[config.mk]
export PLATFORM = sky130hd
export DESIGN_NAME = spi_phase_sequencer
export DESIGN_NICKNAME = d
export VERILOG_FILES = /design/src/rtl/spi_phase_sequencer.sv
export SDC_FILE = /design/constraint.sdc
export NUM_CORES = 1
export LEC_CHECK = 0
export ABC_CLOCK_PERIOD_IN_PS = 3900
export BUFFER_PORTS_ARGS = -buffer_cell sky130_fd_sc_hd__clkbuf_2
export CELL_PAD_IN_SITES_DETAIL_PLACEMENT = 0
export CELL_PAD_IN_SITES_GLOBAL_PLACEMENT = 1
export CORE_MARGIN = 2
export CORE_UTILIZATION = 41
export DETAILED_ROUTE_END_ITERATION = 12
export PLACE_DENSITY_LB_ADDON = 0.1
export SLEW_MARGIN = 5
export SYNTH_ARGS = -nofsm -noshare
export SYNTH_HDL_FRONTEND = slang
export SYNTH_SLANG_ARGS = --single-unit
[constraint.sdc]
create_clock -name i_clk -period 3.9 [get_ports i_clk]
set_input_delay 0 -clock i_clk [delete_from_list [all_inputs] [get_ports i_clk]]
set_output_delay 0 -clock i_clk [all_outputs]
set_load 0.05 [all_outputs]
[src/rtl/spi_phase_sequencer.sv]
// spi_phase_sequencer: starts N display engines in order and muxes the active engine's SPI lines.
// Optional build macro SEQ_LOOP_EN: after the last phase, loop back to LOOP_PHASE instead of stopping in FIN.
`default_nettype none

module spi_phase_sequencer #(
  parameter int N_PHASES   = 3,
  parameter int PW         = 4,
  parameter int TIMEOUT    = 0,
  parameter int AUTO_START = 1,
  parameter int LOOP_PHASE = 1
) (
  input  logic                i_clk,
  input  logic                i_rst,
  input  logic                i_go,
  input  logic [N_PHASES-1:0] i_skip,
  input  logic [N_PHASES-1:0] i_done,
  input  logic [N_PHASES-1:0] i_mosi,
  input  logic [N_PHASES-1:0] i_dc,
  input  logic [N_PHASES-1:0] i_cs,
  output logic [N_PHASES-1:0] o_start,
  output logic                o_mosi,
  output logic                o_dc,
  output logic                o_cs,
  output logic [PW-1:0]       o_phase,
  output logic                o_busy,
  output logic                o_fin,
  output logic                o_err,
  output logic [15:0]         o_frames
);

  typedef enum logic [2:0] {
    S_IDLE  = 3'd0,
    S_SCAN  = 3'd1,
    S_START = 3'd2,
    S_RUN   = 3'd3,
    S_FIN   = 3'd4,
    S_ERR   = 3'd5
  } state_t;

  localparam logic [PW-1:0] LAST     = PW'(N_PHASES - 1);
  localparam logic [31:0]   WD_LIMIT = (TIMEOUT > 0) ? 32'(TIMEOUT - 1) : 32'd0;
`ifdef SEQ_LOOP_EN
  localparam logic [PW-1:0] LOOP_IDX = PW'(LOOP_PHASE);
`endif

  if (N_PHASES < 1 || N_PHASES > 16 || (1 << PW) < N_PHASES ||
      LOOP_PHASE < 0 || LOOP_PHASE >= N_PHASES) begin : g_param_check
    $error("spi_phase_sequencer: illegal parameter combination");
  end

  state_t              state;
  logic [PW-1:0]       phase;
  logic [31:0]         wdog;
  logic [15:0]         frames;
  logic                auto_pend;

  logic                skip_cur;
  logic                done_cur;
  logic                mosi_cur;
  logic                dc_cur;
  logic                cs_cur;
  logic [N_PHASES-1:0] start_vec;
  logic                active;
  logic                seq_end;

  // Per-phase selection by compare so the index never exceeds the vector widths.
  always_comb begin
    skip_cur  = 1'b0;
    done_cur  = 1'b0;
    mosi_cur  = 1'b0;
    dc_cur    = 1'b0;
    cs_cur    = 1'b1;
    start_vec = '0;
    for (int k = 0; k < N_PHASES; k++) begin
      if (phase == PW'(k)) begin
        skip_cur     = i_skip[k];
        done_cur     = i_done[k];
        mosi_cur     = i_mosi[k];
        dc_cur       = i_dc[k];
        cs_cur       = i_cs[k];
        start_vec[k] = 1'b1;
      end
    end
  end

  assign seq_end = (phase == LAST) &&
                   (((state == S_SCAN) && skip_cur) || ((state == S_RUN) && done_cur));

  always_ff @(posedge i_clk or negedge i_rst) begin
    if (!i_rst) begin
      state     <= S_IDLE;
      phase     <= '0;
      wdog      <= '0;
      frames    <= '0;
      auto_pend <= (AUTO_START != 0);
    end else if (seq_end) begin
      frames <= frames + 16'd1;
`ifdef SEQ_LOOP_EN
      phase  <= LOOP_IDX;
      state  <= S_SCAN;
`else
      state  <= S_FIN;
`endif
    end else begin
      case (state)
        S_IDLE: begin
          if (auto_pend || i_go) begin
            auto_pend <= 1'b0;
            phase     <= '0;
            state     <= S_SCAN;
          end
        end
        S_SCAN: begin
          if (!skip_cur) begin
            state <= S_START;
          end else begin
            phase <= phase + PW'(1);
          end
        end
        S_START: begin
          wdog  <= '0;
          state <= S_RUN;
        end
        S_RUN: begin
          wdog <= wdog + 32'd1;
          if (done_cur) begin
            phase <= phase + PW'(1);
            state <= S_SCAN;
          end else if (TIMEOUT != 0 && wdog == WD_LIMIT) begin
            state <= S_ERR;
          end
        end
        S_FIN, S_ERR: begin
          if (i_go) begin
            phase <= '0;
            state <= S_SCAN;
          end
        end
        default: state <= S_IDLE;
      endcase
    end
  end

  assign active   = (state == S_START) || (state == S_RUN);
  assign o_start  = (state == S_START) ? start_vec : '0;
  assign o_mosi   = active & mosi_cur;
  assign o_dc     = active & dc_cur;
  assign o_cs     = active ? cs_cur : 1'b1;
  assign o_phase  = phase;
  assign o_busy   = (state == S_SCAN) || active;
  assign o_fin    = (state == S_FIN);
  assign o_err    = (state == S_ERR);
  assign o_frames = frames;

endmodule

`default_nettype wire

==> results of run 1 <==
[routing by layer]
metal / share of wire (%) / vias to the layer above / global-route usage, %
met5: 0 / - / 0
met4: 1.4 / 0 / 6.25
met3: 6.0 / 6 / 1.88
met2: 49 / 41 / 28.1
met1: 44 / 633 / 20.9
li1: - / 671 / -
[timing repair]
action | in CTS | in global routing
hold buffers | 2 | 0
hold endpoints to repair | 24 | 0
setup endpoints to repair | 0 | 0
[cell usage after synthesis (all sizes together)]
cell type / instances
o2111ai: 10
o21bai: 1
o32ai: 1
dfstp: 1
dfrtp: 23
o22ai: 1
or3: 1
and3b: 1
clkbuf: 3
nor4b: 1
a221oi: 3
buf: 6
inv: 8
and4: 1
a211o: 1
nand3b: 1
nor2b: 4
nand2: 7
ha: 5
mux2: 1
o21ai: 9
nor2: 9
a21boi: 2
xnor2: 15
and3: 5
a21o: 2
a2111oi: 1
a21oi: 5
or2: 1
o2111a: 1
nand3: 1
o31a: 2
nand2b: 1
and2: 6
o211ai: 5
o21a: 3
nand4: 2
nor4: 2
nor3: 7
[power by group through the flow]
stage	logic (W)	registers [W]	clock network, W
floorplan	0.000514	0.000415	0
global placement	0.000702	0.000360	0
detailed placement	0.000704	0.000361	0
CTS	0.000709	0.000356	0.000223
global route	0.000769	0.000366	0.000231
finish	0.000705	0.000356	0.000220
[layout by cell type, fill, tap and decap left out, drive strengths merged, types with 2 or more instances in the layout]
| cell type | n |
|---|---|
| o211ai | 5 |
| xnor2 | 15 |
| dfrtp | 23 |
| ha | 5 |
| o2111ai | 10 |
| nor2 | 9 |
| dlygate4sd3 | 2 |
| a21boi | 2 |
| a21o | 2 |
| nor3 | 7 |
| and3 | 5 |
| nand2 | 7 |
| a21oi | 5 |
| o31a | 2 |
| nor2b | 4 |
| o21ai | 9 |
| and2 | 6 |
| nor4 | 2 |
| a221oi | 3 |
| nand4 | 2 |
| inv | 8 |
| o21a | 3 |
| clkbuf | 49 |
[flip-flops by register name, indices dropped and copies added (netlist names)]
register,cells
auto_pend,1
o_frames,16
state,3
o_phase,4
[final cells by class]
type,count,area [µm²]
Clock inverter,1,30.0
Tap cell,48,60.1
Multi-Input combinational cell,118,873
Inverter,8,30.0
Clock buffer,3,41.3
Timing Repair Buffer,48,250
Fill cell,357,1770
Sequential cell,24,602
[worst paths after layout]
path	end	slack, ps	start
worst max register to register	o_frames[1]	1340	o_phase[1]
worst min-delay path	state[1]	170	i_done[2]
max in group asynchronous	state[0]	3240	i_rst
worst max-delay path	o_frames[1]	1340	o_phase[1]
worst min register to register	auto_pend	460	auto_pend
min in group asynchronous	o_frames[10]	260	i_rst
[cell families after synthesis]
| kind of cell | synth area share, % |
|---|---|
| AND/OR/NAND/NOR | 19.3 |
| buffers and inverters | 5.00 |
| multiplexers | 0.725 |
| adder cells (fa/ha/maj) | 4.03 |
| flip-flops | 38.8 |
| XOR/XNOR | 8.46 |
| AO/OA/AOI/OAI | 23.8 |
[stage by stage]
step	std cells	utilization, %	total power, W
finish	250	51.5	0.00128
global route	250	51.5	0.00137
CTS	250	51.5	0.00129
detailed placement	244	49.0	0.00107
global placement	244	49.0	0.00106
floorplan	159	-	0.000929
[worst max-delay path: cells and delay by family (launching register included)]
kind / cells / cell delay (ps)
mux: 1 / 350
fa+ha+maj: 1 / 300
flops: 1 / 410
simple gates: 1 / 300
compound gates: 2 / 990
buf+inv: 1 / 80
==> run summary, run 1 <==
Outcome = completed
Critical Path, Cell by Cell = inv_1, ha_1, nand3b_1, a2111oi_4, o21ai_2, mux2_1
Pwr Density = 679 nW/µm²
Worst-path clk slew = 90 ps
Routability cong. = 0.827
Total CTS buffers = 3
Min Hold Slack = 172 ps
Slowest-stage cell, CP = a2111oi_4
Clock Sinks = 24
Synth top area share = 37.1%
Worst Reg-to-Reg Cells = 6
WP data arrival = 2710 ps
ANT cells = 0
Worst-margin pin slew = 831 ps
Syn. warnings = 0
WS Path Type = reg2reg
Layout net count = 226
Die height = 65.5 µm
Drt initial violations = 63
Hold Path Cell Cnt = 4
Clk_lat worst skew = 270 ps
PostCTS Resize Cnt = 0
WL/cell = 14.0 µm
Combinational power share = 55.1%
Antenna-violating nets left = 0
Vias in the first global route = 1,217
Syn_nets = 182
Register area share after synthesis = 38.8%
Port bufs = 46
# DRC = 0
Synthesized cell area = 1550 µm²
Top post-synthesis cells by area = dfrtp_1, xnor2_1, o2111ai_1, ha_1, and2_1
Die area = 4300 µm²
Initial core utilization = 42.4%
Final min period = 2560 ps
Max-cap viol count = 0
Cell Rows = 22
First-pass GRT wire length = 5460 µm
Rel. slew slack = 44.6%
Setup WS pre-CTS = 1360 ps
Area grow syn2layout = 21.5%
Final hold violations = 0
H-tree levels = 1
DP Wirelength = 2710 µm
Crit path setup slack, layout = 1340 ps
Max incr delay on CP = 790 ps
Clk buf depth = 2
Synth area leader = dfrtp_1
Startpoint class of the critical path = register
Design Area, Final = 1890 µm²
Setup TNS = 0 ps
Share of cells above drive strength 1 = 28.7%
Net Switching = 0.000645 W
Clock share of power = 17.1%
FF+latch count, synth = 24
Sw Share = 50.4%
Setup Skew = 7.96 ps
Fmax = 0.391 GHz
Period utilization = 65.6%
Largest net degree at the start of global routing = 25
RSZ-0062 raised after global routing = false
CTS Root Cell = clkbuf_8
Internal = 0.000636 W
WL final = 3490 µm
CTS tree = built
Vias after detailed routing = 1,351
Die Span X = 65.5 µm
Worst path required time = 4050 ps
Hold Crit Class = in2reg
Crit path max fanout = 15
Vias/cell = 5.40
Max Slew Vio Count = 0
Syn avg cell area = 9.77 µm²
Setup violations, final = 0
Total GRT Usage = 16.3%
Post-CTS Setup Inserts = 0
Peak VDD IR = 0.000286 V
Initial antenna violation count = 0
Leakage = 0.877 nW
Post-synthesis cell count = 159
First-pass DRT Iterations = 4
Total core area = 3660 µm²
Endpoint class of the critical path = register
Total grt overflow = 0
Top-level port count = 47
Dpl cell area = 1800 µm²
Share of power burned in registers = 27.8%
Distinct cells, synth = 48
No activity file was read; power rests on OpenSTA's default activity.
==> run 2, diff against run 1 <==
- ABC_AREA: not set -> 1
- ABC_CLOCK_PERIOD_IN_PS: 3900 -> 2600
- CORE_UTILIZATION: 41 -> 36
- clock period: 3.9 -> 2.6 ns (I/O delays scaled with it)
==> run 2 against run 1 <==
Sequential cell count unchanged. Critical path depth increased by 5. Worst hold slack got worse by 130 ps. Largest power group unchanged. Synthesized cell count increased by 46%. Core utilization decreased by 6.5 points. Power increased by 66%. Fmax increased by 35%.
==> run summary, run 2 <==
Outcome = completed (unchanged)
Syn avg cell area = 7.09 µm² (was 9.77 µm²)
Total core area = 4380 µm² (was 3660 µm²)
Most common cell in the netlist = nand2_1 (was dfrtp_1)
Synth top area share = 35.0% (was 37.1%)
Routability cong. = 0.751 (was 0.827)
Post-Layout Cell Count = 332 (was 250)
Final core utilization = 45.0% (was 51.5%)
Total grt overflow = 0 (unchanged)
WS Path Type = reg2reg (unchanged)
FF+latch count, synth = 24 (unchanged)
Worst Hold Launch = i_go (was i_done[2])
Main synth FF type = dfrtp_1 (unchanged)
Largest net degree at the start of global routing = 25 (unchanged)
RSZ-0062 raised after global routing = false (unchanged)
Fmax = 0.529 GHz (was 0.391 GHz)
Startpoint class of the critical path = register (unchanged)
Clk_lat worst skew = 260 ps (was 270 ps)
Final hold violations = 0 (unchanged)
Die area = 5120 µm² (was 4300 µm²)
Period utilization = 72.7% (was 65.6%)
CTS tree = built (unchanged)
Antenna-violating nets left = 0 (unchanged)
Leakage = 1.07 nW (was 0.877 nW)
Port bufs = 46 (unchanged)
Reg2reg start = o_phase[0] (was o_phase[1])
Die Span X = 71.6 µm (was 65.5 µm)
Top post-synthesis cells by area = dfrtp_1, nand2_1, nand3_1, inv_1, nor2_1 (was dfrtp_1, xnor2_1, o2111ai_1, ha_1, and2_1)
Setup Skew = 2.49 ps (was 7.96 ps)
Dpl cells = 327 (was 244)
WP data arrival = 2060 ps (was 2710 ps)
WL/cell = 11.5 µm (was 14.0 µm)
CTS Root Cell = clkbuf_8 (unchanged)
Clk buf depth = 2 (unchanged)
R2R Setup Slk = 710 ps (was 1340 ps)
Pwr Density = 1080 nW/µm² (was 679 nW/µm²)
Number of flip-flops under the largest register name = 16 (unchanged)
DP Wirelength = 3010 µm (was 2710 µm)
Drt initial violations = 48 (was 63)
Cell Rows = 24 (was 22)
Rel. slew slack = 59.1% (was 44.6%)
Vias in the first global route = 1,497 (was 1,217)
Worst path required time = 2770 ps (was 4050 ps)
WL final = 3830 µm (was 3490 µm)
Commonest non-fill, non-tap cell in the layout = nand2_1 (was clkbuf_2)
Hold-critical path endpoint = state[2] (was state[1])
ANT cells = 0 (unchanged)
Setup violations, final = 0 (unchanged)
# DRC = 0 (unchanged)
Worst-margin pin slew = 613 ps (was 831 ps)
Synthesized cell area = 1640 µm² (was 1550 µm²)
Distinct cells, synth = 28 (was 48)
Post-synth top cells = nand2_1, inv_1, nand3_1, dfrtp_1, nor2_1 (was dfrtp_1, xnor2_1, o2111ai_1, inv_1, nor2_1)
Register area share after synthesis = 36.6% (was 38.8%)
Most frequent cells in the layout = nand2_1, clkbuf_2, inv_1 (was clkbuf_2, dfrtp_1, xnor2_1)
Hold Path Cell Cnt = 4 (unchanged)
Endpoint class of the critical path = register (unchanged)
First-pass GRT wire length = 6760 µm (was 5460 µm)
Setup WS pre-CTS = 682 ps (was 1360 ps)
Worst-path clk slew = 90 ps (about the same)
Peak VDD IR = 0.000505 V (was 0.000286 V)
Top-level port count = 47 (unchanged)
Final min period = 1890 ps (was 2560 ps)
Total CTS buffers = 3 (unchanged)
Syn_nets = 255 (was 182)
Max Slew Vio Count = 0 (unchanged)
Syn. warnings = 0 (unchanged)
Initial antenna violation count = 0 (unchanged)
Max-cap viol count = 0 (unchanged)
Area grow syn2layout = 20.1% (was 21.5%)
Crit path setup slack, layout = 709 ps (was 1340 ps)
Async set-reset flop share out of synthesis = 100% (unchanged)
Total GRT Usage = 16.6% (was 16.3%)
First-pass DRT Iterations = 4 (unchanged)
Layout net count = 304 (was 226)
H-tree levels = 1 (unchanged)
Post-synth EDFFs = 0 (unchanged)
Hold Crit Class = in2reg (unchanged)
Clock Sinks = 24 (unchanged)
Worst Reg-to-Reg Cells = 11 (was 6)
Crit path max fanout = 21 (was 15)
Synth area leader = dfrtp_1 (unchanged)
Setup TNS = 0 ps (unchanged)
Vias/cell = 4.68 (was 5.40)
Die height = 71.6 µm (was 65.5 µm)
Initial core utilization = 37.5% (was 42.4%)
Share of cells above drive strength 1 = 22.9% (was 28.7%)
Vias after detailed routing = 1,553 (was 1,351)
RR Endpoint = o_frames[2] (was o_frames[1])
Post-synthesis cell count = 232 (was 159)
-- run 2: cell types whose count changed after synthesis, sizes merged, moves of 4 or more --
cell,previous run,this run
nor2b,4,0
nand2,7,75
xor2,0,5
o211ai,5,0
inv,8,31
nor2,9,23
and3,5,0
nand3,1,27
xnor2,15,5
and2,6,0
o2111ai,10,0
-- run 2: what timing repair did --
action / CTS / global route
hold buffers: 1 / 0
setup endpoints to repair: 0 / 0
setup buffers: 0 / 0
endpoints found under the hold margin: 23 / 0
gates resized for setup: 0 / 0
-- run 2: stage by stage --
step	area (µm²)	power [W]	hold slack, ps
6_report	1970	0.00213	37.9
5_1_grt	1970	0.00233	75.9
4_1_cts	1970	0.00217	33.3
3_5_place_dp	1910	0.00190	51.1
3_3_place_gp	1910	0.00190	46.6
2_1_floorplan	1640	0.00162	-296
-- run 2: layer usage --
layer | global-route usage, % | vias to the layer above | routed length, µm
met1 | 20.8 | 675 | 1770
met4 | 3.77 | 0 | 25
li1 | - | 835 | -
met3 | 2.81 | 2 | 203
met5 | 0 | - | 0
met2 | 29.9 | 41 | 1830
-- run 2: critical path, cell delays in order, from the launching register on --
cell     delay, ps
dfrtp_1        450
inv_1           90
ha_1           230
nand2_4        120
or2_1          160
nand3_2        100
nand2_2         90
nand2_4        130
inv_4          240
nand2_1         80
nand2_1         60
nand2_1         40
-- run 2: cell families after synthesis --
logic type / Yosys count / share of synthesized area [%]
buffers and inverters: 34 / 9.06
XOR/XNOR: 10 / 5.33
AO/OA/AOI/OAI: 18 / 7.08
flip-flops: 24 / 36.6
adder cells (fa/ha/maj): 5 / 3.81
AND/OR/NAND/NOR: 141 / 38.1
-- run 2: worst max-delay path by stage --
stage	from	to	slack [ps]
floorplan	o_phase[0]	o_cs	90
global placement	o_phase[0]	o_frames[2]	710
detailed placement	o_phase[0]	o_frames[2]	680
CTS	o_phase[0]	o_frames[2]	670
global route	o_phase[1]	o_frames[6]	450
finish	o_phase[0]	o_frames[2]	710
-- run 2: layout make-up --
cell class | instances | area, µm²
Tap cell | 52 | 65.1
Sequential cell | 24 | 602
Clock buffer | 4 | 55.1
Timing Repair Buffer | 47 | 240
Multi-Input combinational cell | 174 | 893
Inverter | 31 | 119
Fill cell | 487 | 2410
-- run 2: report_power, final --
group | switching [W] | internal [W]
combinational | 0.000954 | 0.000349
sequential | 0.000103 | 0.000466
clock | 0.000120 | 0.000135
total | 0.00118 | 0.000951
==> run 3, diff against run 2 <==
- ABC_CLOCK_PERIOD_IN_PS: 2600 -> 1700
- CORE_UTILIZATION: 36 -> 33
- clock period: 2.6 -> 1.7 ns (I/O delays scaled with it)
==> run 3 against run 2 <==
Sequential cell count unchanged. Register-to-register slack worse by 690 ps. Sequential share of layout area down 5.5 points. Routed wire length up 13%. Worst hold slack worse by 19 ps. Largest cell class unchanged. Core utilization up 6.0 points. First-iteration DRC count up 44%. Highest routed layer unchanged. Via count up 6.4%.
==> run summary, run 3 (synthesized netlist as in run 2, its figures left out) <==
Outcome = completed (unchanged)
Die area = 5560 µm² (was 5120 µm²)
CTS Root Cell = clkbuf_8 (unchanged)
Most Frequent Cell on Critical Path = nand2_4 (was nand2_1)
Worst-path clk slew = 90 ps (about the same)
Total CTS buffers = 3 (unchanged)
Period utilization = 98.7% (was 72.7%)
RR Endpoint = o_phase[1] (was o_frames[2])
WL/cell = 11.9 µm (was 11.5 µm)
Setup Skew = 4.87 ps (was 2.49 ps)
Total grt overflow = 0 (unchanged)
Max-cap viol count = 0 (unchanged)
Startpoint class of the critical path = register (unchanged)
Final hold violations = 0 (unchanged)
Port bufs = 46 (unchanged)
R2R Setup Slk = 20 ps (was 710 ps)
Setup TNS = 0 ps (unchanged)
Worst Hold Launch = i_go (unchanged)
Peak VDD IR = 0.000968 V (was 0.000505 V)
Crit-path leading delay family = simple AND/OR/NAND/NOR gates (unchanged)
Most frequent cells in the layout = nand2_1, clkbuf_2, inv_1 (unchanged)
Leakage = 1.19 nW (was 1.07 nW)
Rel. slew slack = 57.3% (was 59.1%)
Antenna-violating nets left = 0 (unchanged)
Die height = 74.6 µm (was 71.6 µm)
Area grow syn2layout = 47.5% (was 20.1%)
Crit path max fanout = 6 (was 21)
Final min period = 1680 ps (was 1890 ps)
Critical Path, Cell by Cell = inv_4, ha_4, nand2_4, or2_4, nand3_2, nand2_4, nand2_8, buf_6, nand3_1, nand2_1 (was inv_1, ha_1, nand2_4, or2_1, nand3_2, nand2_2, nand2_4, inv_4, nand2_1, nand2_1, nand2_1)
Bufs and invs on worst path = 2 (unchanged)
Worst-margin pin slew = 640 ps (was 613 ps)
ANT cells = 0 (unchanged)
First-pass DRT Iterations = 4 (unchanged)
WS Path Type = reg2reg (unchanged)
CTS tree = built (unchanged)
Largest net degree at the start of global routing = 25 (unchanged)
Top-level port count = 47 (unchanged)
Slowest-stage cell, CP = dfrtp_2 (was dfrtp_1)
Max incr delay on CP = 460 ps (was 450 ps)
WP data arrival = 1880 ps (was 2060 ps)
Number of flip-flops under the largest register name = 16 (unchanged)
Design Area, Final = 2420 µm² (was 1970 µm²)
Vias in the first global route = 1,463 (was 1,497)
Hold-critical path endpoint = state[2] (unchanged)
# DRC = 0 (unchanged)
Dpl cell area = 2110 µm² (was 1910 µm²)
Worst path required time = 1910 ps (was 2770 ps)
Initial core utilization = 34.6% (was 37.5%)
Endpoint class of the critical path = register (unchanged)
Clk buf depth = 2 (unchanged)
Initial antenna violation count = 0 (unchanged)
H-tree levels = 1 (unchanged)
RSZ-0062 raised after global routing = true (was false)
Vias after detailed routing = 1,652 (was 1,553)
Layout net count = 321 (was 304)
Reg2reg start = o_phase[0] (unchanged)
Hold Path Cell Cnt = 4 (unchanged)
Cell Rows = 25 (was 24)
Drt initial violations = 69 (was 48)
Pwr Density = 1690 nW/µm² (was 1080 nW/µm²)
DP Wirelength = 3180 µm (was 3010 µm)
Worst Reg-to-Reg Cells = 10 (was 11)
Vias/cell = 4.54 (was 4.68)
# fillers = 505 (was 487)
Clock Sinks = 24 (unchanged)
WL final = 4330 µm (was 3830 µm)
Hold Crit Class = in2reg (unchanged)
Clk_lat worst skew = 270 ps (was 260 ps)
Max Slew Vio Count = 0 (unchanged)
Total GRT Usage = 15.7% (was 16.6%)
Fmax = 0.596 GHz (was 0.529 GHz)
Share of cells above drive strength 1 = 41.1% (was 22.9%)
Die Span X = 74.6 µm (was 71.6 µm)
Routability cong. = 0.779 (was 0.751)
Commonest non-fill, non-tap cell in the layout = nand2_1 (unchanged)
Total core area = 4750 µm² (was 4380 µm²)
First-pass GRT wire length = 6710 µm (was 6760 µm)
Setup violations, final = 0 (unchanged)
-- run 3: worst max path at each step --
stage          startpoint  cells after the start  slack (ps)           to
3_5_place_dp   o_phase[1]                     12          30  o_frames[2]
4_1_cts        o_phase[1]                      7           8         o_dc
3_3_place_gp   o_phase[3]                     10          40  o_frames[2]
6_report       o_phase[0]                     10          20   o_phase[1]
5_1_grt        o_phase[0]                     10         -60   o_phase[1]
2_1_floorplan  o_phase[1]                     13         -70  o_frames[3]
-- run 3: worst min-delay path, delay by kind of cell --
family                 cells  cell delay (ps)
buffers and inverters      2              110
AND/OR/NAND/NOR            2              140
-- run 3: through the flow --
step	utilization, %	power [W]	worst slack (ps)	std cells	hold slack, ps
2_1_floorplan	-	0.00260	-72.2	232	-296
3_3_place_gp	44.3	0.00319	35.1	355	55.5
3_5_place_dp	44.3	0.00318	34.3	355	51.3
4_1_cts	46.8	0.00377	7.98	360	21.9
5_1_grt	51.0	0.00440	-55.0	364	42.3
6_report	51.0	0.00411	21.6	364	19.3
-- run 3: final cells by class --
| cell class | instances | area, µm² | area share [%] |
|---|---|---|---|
| Timing Repair Buffer | 63 | 425 | 17.5 |
| Clock inverter | 1 | 30.0 | 1.24 |
| Inverter | 31 | 138 | 5.68 |
| Clock buffer | 3 | 41.3 | 1.70 |
| Multi-Input combinational cell | 174 | 1090 | 45.0 |
| Sequential cell | 24 | 607 | 25.0 |
| Tap cell | 67 | 83.8 | 3.46 |
| Timing Repair inverter | 1 | 8.76 | 0.361 |
-- run 3: routing by layer --
layer | vias up | wire [µm] | GRT usage, % | part of all wire (%)
met4 | 0 | 70 | 4.56 | 1.6
li1 | 867 | - | - | -
met5 | - | 0 | 0 | 0
met1 | 735 | 2020 | 21.7 | 47
met3 | 6 | 187 | 1.76 | 4.3
met2 | 44 | 2060 | 26.0 | 47
-- run 3: what timing repair did --
item                                    CTS  global route
gates resized for setup                   8            50
setup buffers                             0             2
hold buffers                              1             0
gates cloned                              0             2
hold endpoints to repair                 23             0
endpoints found under the setup margin    3            26
pin swaps                                 0            17
-- run 3: power by group --
group	internal, W	total (W)	switching (W)
combinational	0.000947	0.00274	0.00179
sequential	0.000718	0.000861	0.000144
clock	0.000315	0.000507	0.000192
total	0.00198	0.00411	0.00213
